$ cat src/rtl/cpu_datapath.sv
// Register-file and ALU datapath for the 16-bit CPU: R0-R7, A, G, PC and one
// shared bus; every enable acts in parallel on the pre-edge bus at each clock.
module cpu_datapath #(
    parameter int                 DATA_W   = 16,
    parameter logic [DATA_W-1:0]  PC_RESET = '0
) (
    input  logic              clk,
    input  logic              rst,
    input  logic [7:0]        rin,
    input  logic [7:0]        rout,
    input  logic              gin,
    input  logic              gout,
    input  logic              pcin,
    input  logic              pcout,
    input  logic              pc_inc,
    input  logic              addsub,
    input  logic              xorctrl,
    input  logic              a_in,
    input  logic              ctrl_out,
    input  logic [DATA_W-1:0] bus_out,
    output logic [DATA_W-1:0] bus,
    output logic [DATA_W-1:0] pc,
    output logic              zf,
    output logic              cf,
    output logic              bus_err,
    input  logic [2:0]        dbg_sel,
    output logic [DATA_W-1:0] dbg_data
);

    localparam int NSRC = 11;

    logic [DATA_W-1:0] r_q [8];
    logic [DATA_W-1:0] r_d [8];
    logic [DATA_W-1:0] a_q, a_d;
    logic [DATA_W-1:0] g_q, g_d;
    logic [DATA_W-1:0] pc_q, pc_d;
    logic              zf_q, zf_d;
    logic              cf_q, cf_d;
    logic              bus_err_q, bus_err_d;

    logic [NSRC-1:0]   src_sel;
    logic              multi_src;
    logic [DATA_W-1:0] bus_val;
    logic [DATA_W:0]   sum_ext;
    logic [DATA_W:0]   diff_ext;
    logic [DATA_W-1:0] alu_res;
    logic              alu_cf;

    // Clearing the lowest set bit leaves something only if two or more sources drive.
    assign src_sel   = {ctrl_out, pcout, gout, rout};
    assign multi_src = |(src_sel & (src_sel - NSRC'(1)));

    always_comb begin
        bus_val = '0;
        if (!multi_src) begin
            for (int i = 0; i < 8; i++) begin
                if (rout[i]) bus_val = bus_val | r_q[i];
            end
            if (gout)     bus_val = bus_val | g_q;
            if (pcout)    bus_val = bus_val | pc_q;
            if (ctrl_out) bus_val = bus_val | bus_out;
        end
    end

    // The top bit of the extended difference is the unsigned borrow (A < bus).
    assign sum_ext  = {1'b0, a_q} + {1'b0, bus_val};
    assign diff_ext = {1'b0, a_q} - {1'b0, bus_val};

    always_comb begin
        alu_res = sum_ext[DATA_W-1:0];
        alu_cf  = sum_ext[DATA_W];
        if (xorctrl) begin
            alu_res = a_q ^ bus_val;
            alu_cf  = 1'b0;
        end else if (addsub) begin
            alu_res = diff_ext[DATA_W-1:0];
            alu_cf  = diff_ext[DATA_W];
        end
    end

    always_comb begin
        for (int i = 0; i < 8; i++) begin
            r_d[i] = rin[i] ? bus_val : r_q[i];
        end
        a_d       = a_in ? bus_val : a_q;
        g_d       = g_q;
        zf_d      = zf_q;
        cf_d      = cf_q;
        if (gin) begin
            g_d  = alu_res;
            zf_d = (alu_res == '0);
            cf_d = alu_cf;
        end
        pc_d      = pc_q;
        if (pcin) begin
            pc_d = bus_val;
        end else if (pc_inc) begin
            pc_d = pc_q + DATA_W'(1);
        end
        bus_err_d = bus_err_q | multi_src;
    end

    always_ff @(posedge clk) begin
        if (rst) begin
            for (int i = 0; i < 8; i++) begin
                r_q[i] <= '0;
            end
            a_q       <= '0;
            g_q       <= '0;
            pc_q      <= PC_RESET;
            zf_q      <= 1'b0;
            cf_q      <= 1'b0;
            bus_err_q <= 1'b0;
        end else begin
            for (int i = 0; i < 8; i++) begin
                r_q[i] <= r_d[i];
            end
            a_q       <= a_d;
            g_q       <= g_d;
            pc_q      <= pc_d;
            zf_q      <= zf_d;
            cf_q      <= cf_d;
            bus_err_q <= bus_err_d;
        end
    end

    assign bus      = bus_val;
    assign pc       = pc_q;
    assign zf       = zf_q;
    assign cf       = cf_q;
    assign bus_err  = bus_err_q;
    assign dbg_data = r_q[dbg_sel];

endmodule

$ cat config.mk
export PLATFORM = sky130hd
export DESIGN_NAME = cpu_datapath
export DESIGN_NICKNAME = d
export VERILOG_FILES = /design/src/rtl/cpu_datapath.sv
export SDC_FILE = /design/constraint.sdc
export NUM_CORES = 1
export LEC_CHECK = 0
export BUFFER_PORTS_ARGS = -buffer_cell sky130_fd_sc_hd__clkbuf_2
export CAP_MARGIN = 20
export CORE_MARGIN = 3
export CORE_UTILIZATION = 60
export CTS_BUF_LIST = sky130_fd_sc_hd__clkbuf_8
export DETAILED_ROUTE_END_ITERATION = 8
export PLACE_DENSITY_LB_ADDON = 0.12
export SLEW_MARGIN = 30
export SYNTH_ARGS = -nofsm -noshare
export SYNTH_HDL_FRONTEND = slang
export SYNTH_SLANG_ARGS = --single-unit
export TNS_END_PERCENT = 5
$ cat constraint.sdc
create_clock -name clk -period 16.03 [get_ports clk]
set_input_delay 3.206 -clock clk [delete_from_list [all_inputs] [get_ports clk]]
set_output_delay 3.206 -clock clk [all_outputs]
set_load 0.02 [all_outputs]
=== Yosys cells after proc, flatten, opt, wreduce, memory -nomap -nowiden ===
Memory sizes are Yosys's and may differ from the RTL's.
Index checks and enable logic that the tools add are counted.

* Add/sub/neg operators: 4
* Multiply operators: 0
* Divide/modulo/power cells: 0
* Order comparisons: 0
* Eq/ne operators: 0
* Shift-type cells: 0
* Muxes and demuxes: 47
* Bitwise logic cells: 21
* Reductions and logical operators: 3

{| class="wikitable"
|+ Operators with widths
! kind !! number
|-
| 2-to-1 mux 16 bit || 42
|-
| OR 16 bit || 10
|-
| adder 16 x 16 -> 17 bit || 1
|-
| subtractor 16 x 16 -> 17 bit || 1
|-
| adder 16 x 1 -> 16 bit (second input constant) || 1
|-
| logical NOT 16 bit || 1
|-
| bitwise XOR 16 bit || 1
|-
| AND 11 bit || 1
|-
| OR reduction 11 bit || 1
|-
| subtractor 11 x 1 -> 11 bit (second input constant) || 1
|-
| OR 1 bit || 9
|-
| 2-to-1 mux 1 bit || 5
|-
| nonzero test 2 bit || 1
|}

* Bits in registers: 51
* Bits in latches: 0
* RAM bits: 128
* Memory bits (read-only): 0
* Input bits: 46
* Output and inout port bits: 51
* Logic and storage cells: 82
* Memories: 1

{| class="wikitable"
|+ Memories
! name !! words !! bits a word !! read ports !! clocked after Yosys merged registers in !! wr ports !! RTL line !! RTL
|-
| r_q || 8 || 16 || 9 || 0 || 8 || 32 || <nowiki>logic [DATA_W-1:0] r_q [8];</nowiki>
|}

=== Logic depth before layout (Yosys ltp) ===
* Depth after elaboration: 38
* Gate-level depth with buffers: 20
* Mapped depth without buffers: 18

=== Least setup slack after synthesis ===
OpenSTA, ideal clock, no wires.

* Path type: input -> output
* Start point: input port rout[4]
* End point: output port bus[1]
* Arrival time: 5.157 ns
* Required time: 12.824 ns
* Path slack: 7.667 ns
* Stages on the path: 9
* Buffers on the path: 3
* Path through: buf_2 -> or2_1 -> or4_4 -> nor3_2 -> nor3b_1 -> o221ai_2 -> buf_6 -> a31oi_4 -> buf_6

* Longest elaborated chain between the ends: 20
* Elaborated cells on any way between the ends: 23
* Classes of those cells: 1 x add/sub; 14 x mux; 7 x bitwise; 1 x reduce/logical

{| class="wikitable"
|+ RTL lines
! element !! RTL line !! RTL
|-
| from (decl) || 10 || <nowiki>input logic [7:0] rout,</nowiki>
|-
| 2-to-1 mux 16 bit || 57 || <nowiki>if (rout[i]) bus_val = bus_val | r_q[i];</nowiki>
|-
| 2-to-1 mux 16 bit || 55 || <nowiki>if (!multi_src) begin</nowiki>
|-
| OR 16 bit || 57 ||
|-
| 2-to-1 mux 16 bit || 57 ||
|-
| 2-to-1 mux 16 bit || 55 ||
|-
| OR 16 bit || 57 ||
|-
| 2-to-1 mux 16 bit || 57 ||
|-
| 2-to-1 mux 16 bit || 55 ||
|-
| [4 not listed] || n/a ||
|-
| 2-to-1 mux 16 bit || 59 || <nowiki>if (gout) bus_val = bus_val | g_q;</nowiki>
|-
| 2-to-1 mux 16 bit || 55 ||
|-
| OR 16 bit || 60 || <nowiki>if (pcout) bus_val = bus_val | pc_q;</nowiki>
|-
| 2-to-1 mux 16 bit || 60 ||
|-
| 2-to-1 mux 16 bit || 55 ||
|-
| OR 16 bit || 61 || <nowiki>if (ctrl_out) bus_val = bus_val | bus_out;</nowiki>
|-
| 2-to-1 mux 16 bit || 61 ||
|-
| 2-to-1 mux 16 bit (*) || 55 ||
|-
| to (decl) || 21 || <nowiki>output logic [DATA_W-1:0] bus,</nowiki>
|}

Every way passes the cells marked *; elsewhere a longest branch is shown, timed or not. The select of a mux whose other input is x is not followed.

=== Final worst setup path ===
Same ends and word-level chain as after synthesis.

==> metrics.md <==
| Metric | Value |
|---|---|
| Worst skew pair latency | `roughly 0.46 ns` |
| Crit path kind | `in2out` |
| Hold Path Class | `reg2reg` |
| Mapped cell area | `10,700 um2` |
| Synth unique cells | `71` |
| Worst-path clk slew | `0.09 ns` |
| Post-synthesis instance total | `about 1,100` |
| Vias in the first global route | `8,626` |
| Final Cycle Share | `0.574` |
| Global routing's busiest layer | `met2` |
| Period minus WS final | `roughly 9.2 ns` |
| Vias per inst | `about 6.7` |
| LEAKAGE | `between 4 and 5 nW` |
| CTS tree | `done` |
| Post-synthesis mux area share | `0.229` |
| Max_cap viols | `0` |
| Power per Cell Area | `between 70 and 80 nW/um2` |
| Crit. End Element | `output pin` |
| Layout cells sized above 1 | `0.191` |
| Logic pwr share | `0.104` |
| FF+latch count, synth | `179` |
| XOR/XNOR share of the synthesized area | `0.0206` |
| FP Rows | `between 40 and 50` |
| Run status | `finished, final reports clean` |
| Final HPWL DP | `roughly 22 mm` |
| Die H | `139 um` |
| CP peak stage delay | `0.45 ns` |
| Post-route DRC | `0` |
| Clock skew after layout | `0.0170 ns` |
| Met1 GRT Util | `0.462` |
| Hold endpoint | `g_q[15]$_SDFFE_PP0P_` |
| Measured slew at the worst slew-check pin | `0.846 ns` |
| IO Count | `97` |
| Post-CTS Hold Buffers | `0` |
| Post-synth EDFFs | `0` |
| Synthesis Warnings | `0` |
| DRT Wirelength | `32.0 mm` |
| Worst VDD drop | `a little under 0.00005 V` |
| Total GRT Usage | `0.320` |
| Crit path cell chain | `clkbuf_2, or2_1, or4_4, nor3_2, nor3b_1, o221ai_2, buf_4, a31oi_4, clkbuf_2` |
| Largest family of logic cells by synthesized area | `multiplexers` |
| Dpl cell area | `approximately 11,000 um2` |
| Clk sink count | `about 180` |
| Area grow syn2layout | `6.92%` |
| CP max FO | `18` |
| Global placement routability congestion | `approximately 0.91` |
| Nets | `1,220` |
| Multi-input logic area | `around 6400 um2` |
| Register Area | `3580 um2` |
| Buffers plus inverters on the worst setup path | `3` |
| Final TNS setup | `0 ns` |
| Seq pwr share | `0.532` |
| Slew Limit Fails | `0` |
| P_sw | `roughly 240 uW` |
| Startpoint types | `input pin` |
| Delay-heaviest family, CP | `simple AND/OR/NAND/NOR gates` |
| # fillers | `1,473` |
| Clock Path Buffers | `2` |
| Arr. time, crit path | `roughly 6 ns` |
| Worst relative slew slack | `0.436` |
| Number of I/O port buffers | `96` |
| Hold depth | `2` |
| Final Cell Area | `approximately 11,000 um2` |
| Commonest cells after routing, fill and taps aside | `nor2_1 (209), dfxtp_1 (179), mux2i_1 (154)` |
| DR WL/cell | `around 23 um` |
| H-tree levels | `4` |
| Initial antenna violation count | `0` |
| Post-CTS Setup Repair Bufs | `0` |
| Internal power | `618 uW` |
| TritonCTS buffer count | `17` |
| Top_reg_cell synth | `dfxtp_1` |
| R2r worst-path depth | `14` |
| Total core area | `~17,000 um2` |
| Fraction of registers with async set/reset | `0` |
| Initial core utilization | `0.614` |
| Unrepaired setup endpoints after global routing | `no` |
| Clock power share | `0.363` |
| Adder-cell share of the synthesized area | `0.0513` |
| Synth Area per Inst | `9.59 um2` |
| Worst reg2reg path endpoint | `g_q[14]$_SDFFE_PP0P_` |
| Final setup fails | `0` |
| Vias | `around 9,000` |
| Met2 usage | `0.489` |
| Commonest non-fill, non-tap cell in the layout | `nor2_1` |
| Worst path slowest cell | `a31oi_4` |
| # resized after CTS | `0` |
| R2r startpoint | `pc[2]$_SDFFE_PP0P_` |
| Hold wc startpoint | `g_q[15]$_SDFFE_PP0P_` |
| Complex-gate fraction of the synthesized area | `0.172` |
| Root Buffer | `clkbuf_8` |
| Fmax | `109 MHz` |
| DR iter-0 viols | `between 1,000 and 1,500` |
| ANT cells | `0` |
| R2R setup slack | `11.87 ns` |
| Hold Violations, Final | `0` |
| DIE AREA | `roughly 19,000 um2` |
| Largest net degree at the start of global routing | `105` |
| First-pass GRT wire length | `approximately 50 mm` |
| Switching Fraction | `0.276` |
| Most frequent CP cell | `clkbuf_2` |
| Global route overflow | `0` |
| Die X | `139 um` |
| 1st-pass router iterations | `8` |
| Seq/Total Area, Yosys | `0.336` |
| Worst EP required | `roughly 13 ns` |
| Antenna viol nets, final | `0` |
| Simple-gate portion of the synthesized area | `0.130` |
| GR Layer Usage met3 | `0.0639` |
| Syn nets | `around 1,200` |
## layout make-up
type                            count  area share
Timing Repair Buffer              107      0.0517
Inverter                           32      0.0105
Sequential cell                   179       0.315
Clock inverter                     15      0.0138
Clock buffer                       17      0.0205
Multi-Input combinational cell    797       0.564
Tap cell                          225      0.0247
## metrics by stage
stage | setup WS, ns | utilization | power (mW) | instances | hold WS, ns
2_1_floorplan | 7.67 | - | 0.525 | 1111 | 0.443
6_report | 6.83 | 0.656 | 0.853 | 1372 | 0.490
4_1_cts | 6.87 | 0.655 | 0.854 | 1371 | 0.493
3_3_place_gp | 6.94 | 0.632 | 0.550 | 1339 | 0.471
3_5_place_dp | 6.87 | 0.632 | 0.551 | 1339 | 0.479
5_1_grt | 6.75 | 0.656 | 0.878 | 1372 | 0.548
## routing by layer
layer	wire length, um	up-vias
li1	-	4130
met1	13900	4455
met2	14400	512
met3	2890	71
met4	721	0
met5	0	-
## synth_stat cells (3+ instances only)
library cell	n	area, um2
inv_2	9	33.8
buf_1	10	37.5
nand2_1	26	97.6
a211oi_1	20	150
xnor2_1	16	140
buf_2	18	90.1
nor4_1	6	37.5
o31ai_1	5	37.5
a21oi_1	25	125
nand3_1	6	30.0
and3_1	4	25.0
o2111ai_1	5	43.8
dfxtp_1	179	3580
nor2_1	209	785
o211ai_1	3	22.5
ha_1	38	475
a22o_1	33	289
nor3_1	16	80.1
o21ai_0	12	60.1
a222oi_1	16	160
and2_1	3	18.8
nor3b_1	4	30.0
o22ai_1	4	25.0
nand2b_1	6	37.5
clkbuf_1	55	206
a211oi_2	9	113
xor2_1	9	78.8
o21bai_1	3	22.5
a31oi_4	9	191
nor2b_1	9	56.3
or3_1	5	31.3
nand4_1	5	31.3
a21o_1	6	45.0
a31oi_1	10	62.6
buf_6	11	124
mux2_2	16	180
inv_1	22	82.6
mux4_2	32	721
buf_4	9	67.6
mux2i_1	154	1540
a221oi_1	34	298
## power by group through the flow
stage                     sequential [mW]  combinational (mW)  clock [mW]
after floorplan                     0.464              0.0609           0
after global placement              0.464              0.0859           0
after detailed placement            0.464              0.0865           0
after CTS                           0.454              0.0867       0.313
after global routing                0.455              0.0932       0.330
final                               0.454              0.0889       0.310
## state kept, by name, indices dropped and copies added (netlist names)
name	flops
r_q	128
zf	1
g_q	16
pc	16
bus_err	1
cf	1
a_q	16
## tightest hold or removal path, cell delays in order, from the launching register on
cell	delay, ns
dfxtp_1	0.33
nand2_1	0.06
a21oi_1	0.05
## cells by family (layout without fill, tap and decap cells)
family | after synthesis | in the layout
compound gates | 214 | 214
xor+xnor | 25 | 25
fa+ha+maj | 43 | 43
buf+inv | 135 | 171
flops | 179 | 179
mux | 202 | 202
simple gates | 313 | 313
## worst max path at each step
stage | startpoint | to | depth (start not counted)
5_1_grt | rout[3] | bus[1] | 9
6_report | rout[4] | bus[1] | 9
3_5_place_dp | rout[4] | bus[1] | 9
2_1_floorplan | rout[4] | bus[1] | 9
3_3_place_gp | rout[3] | bus[1] | 9
4_1_cts | rout[4] | bus[1] | 9
(Power assumes the default switching activity.)
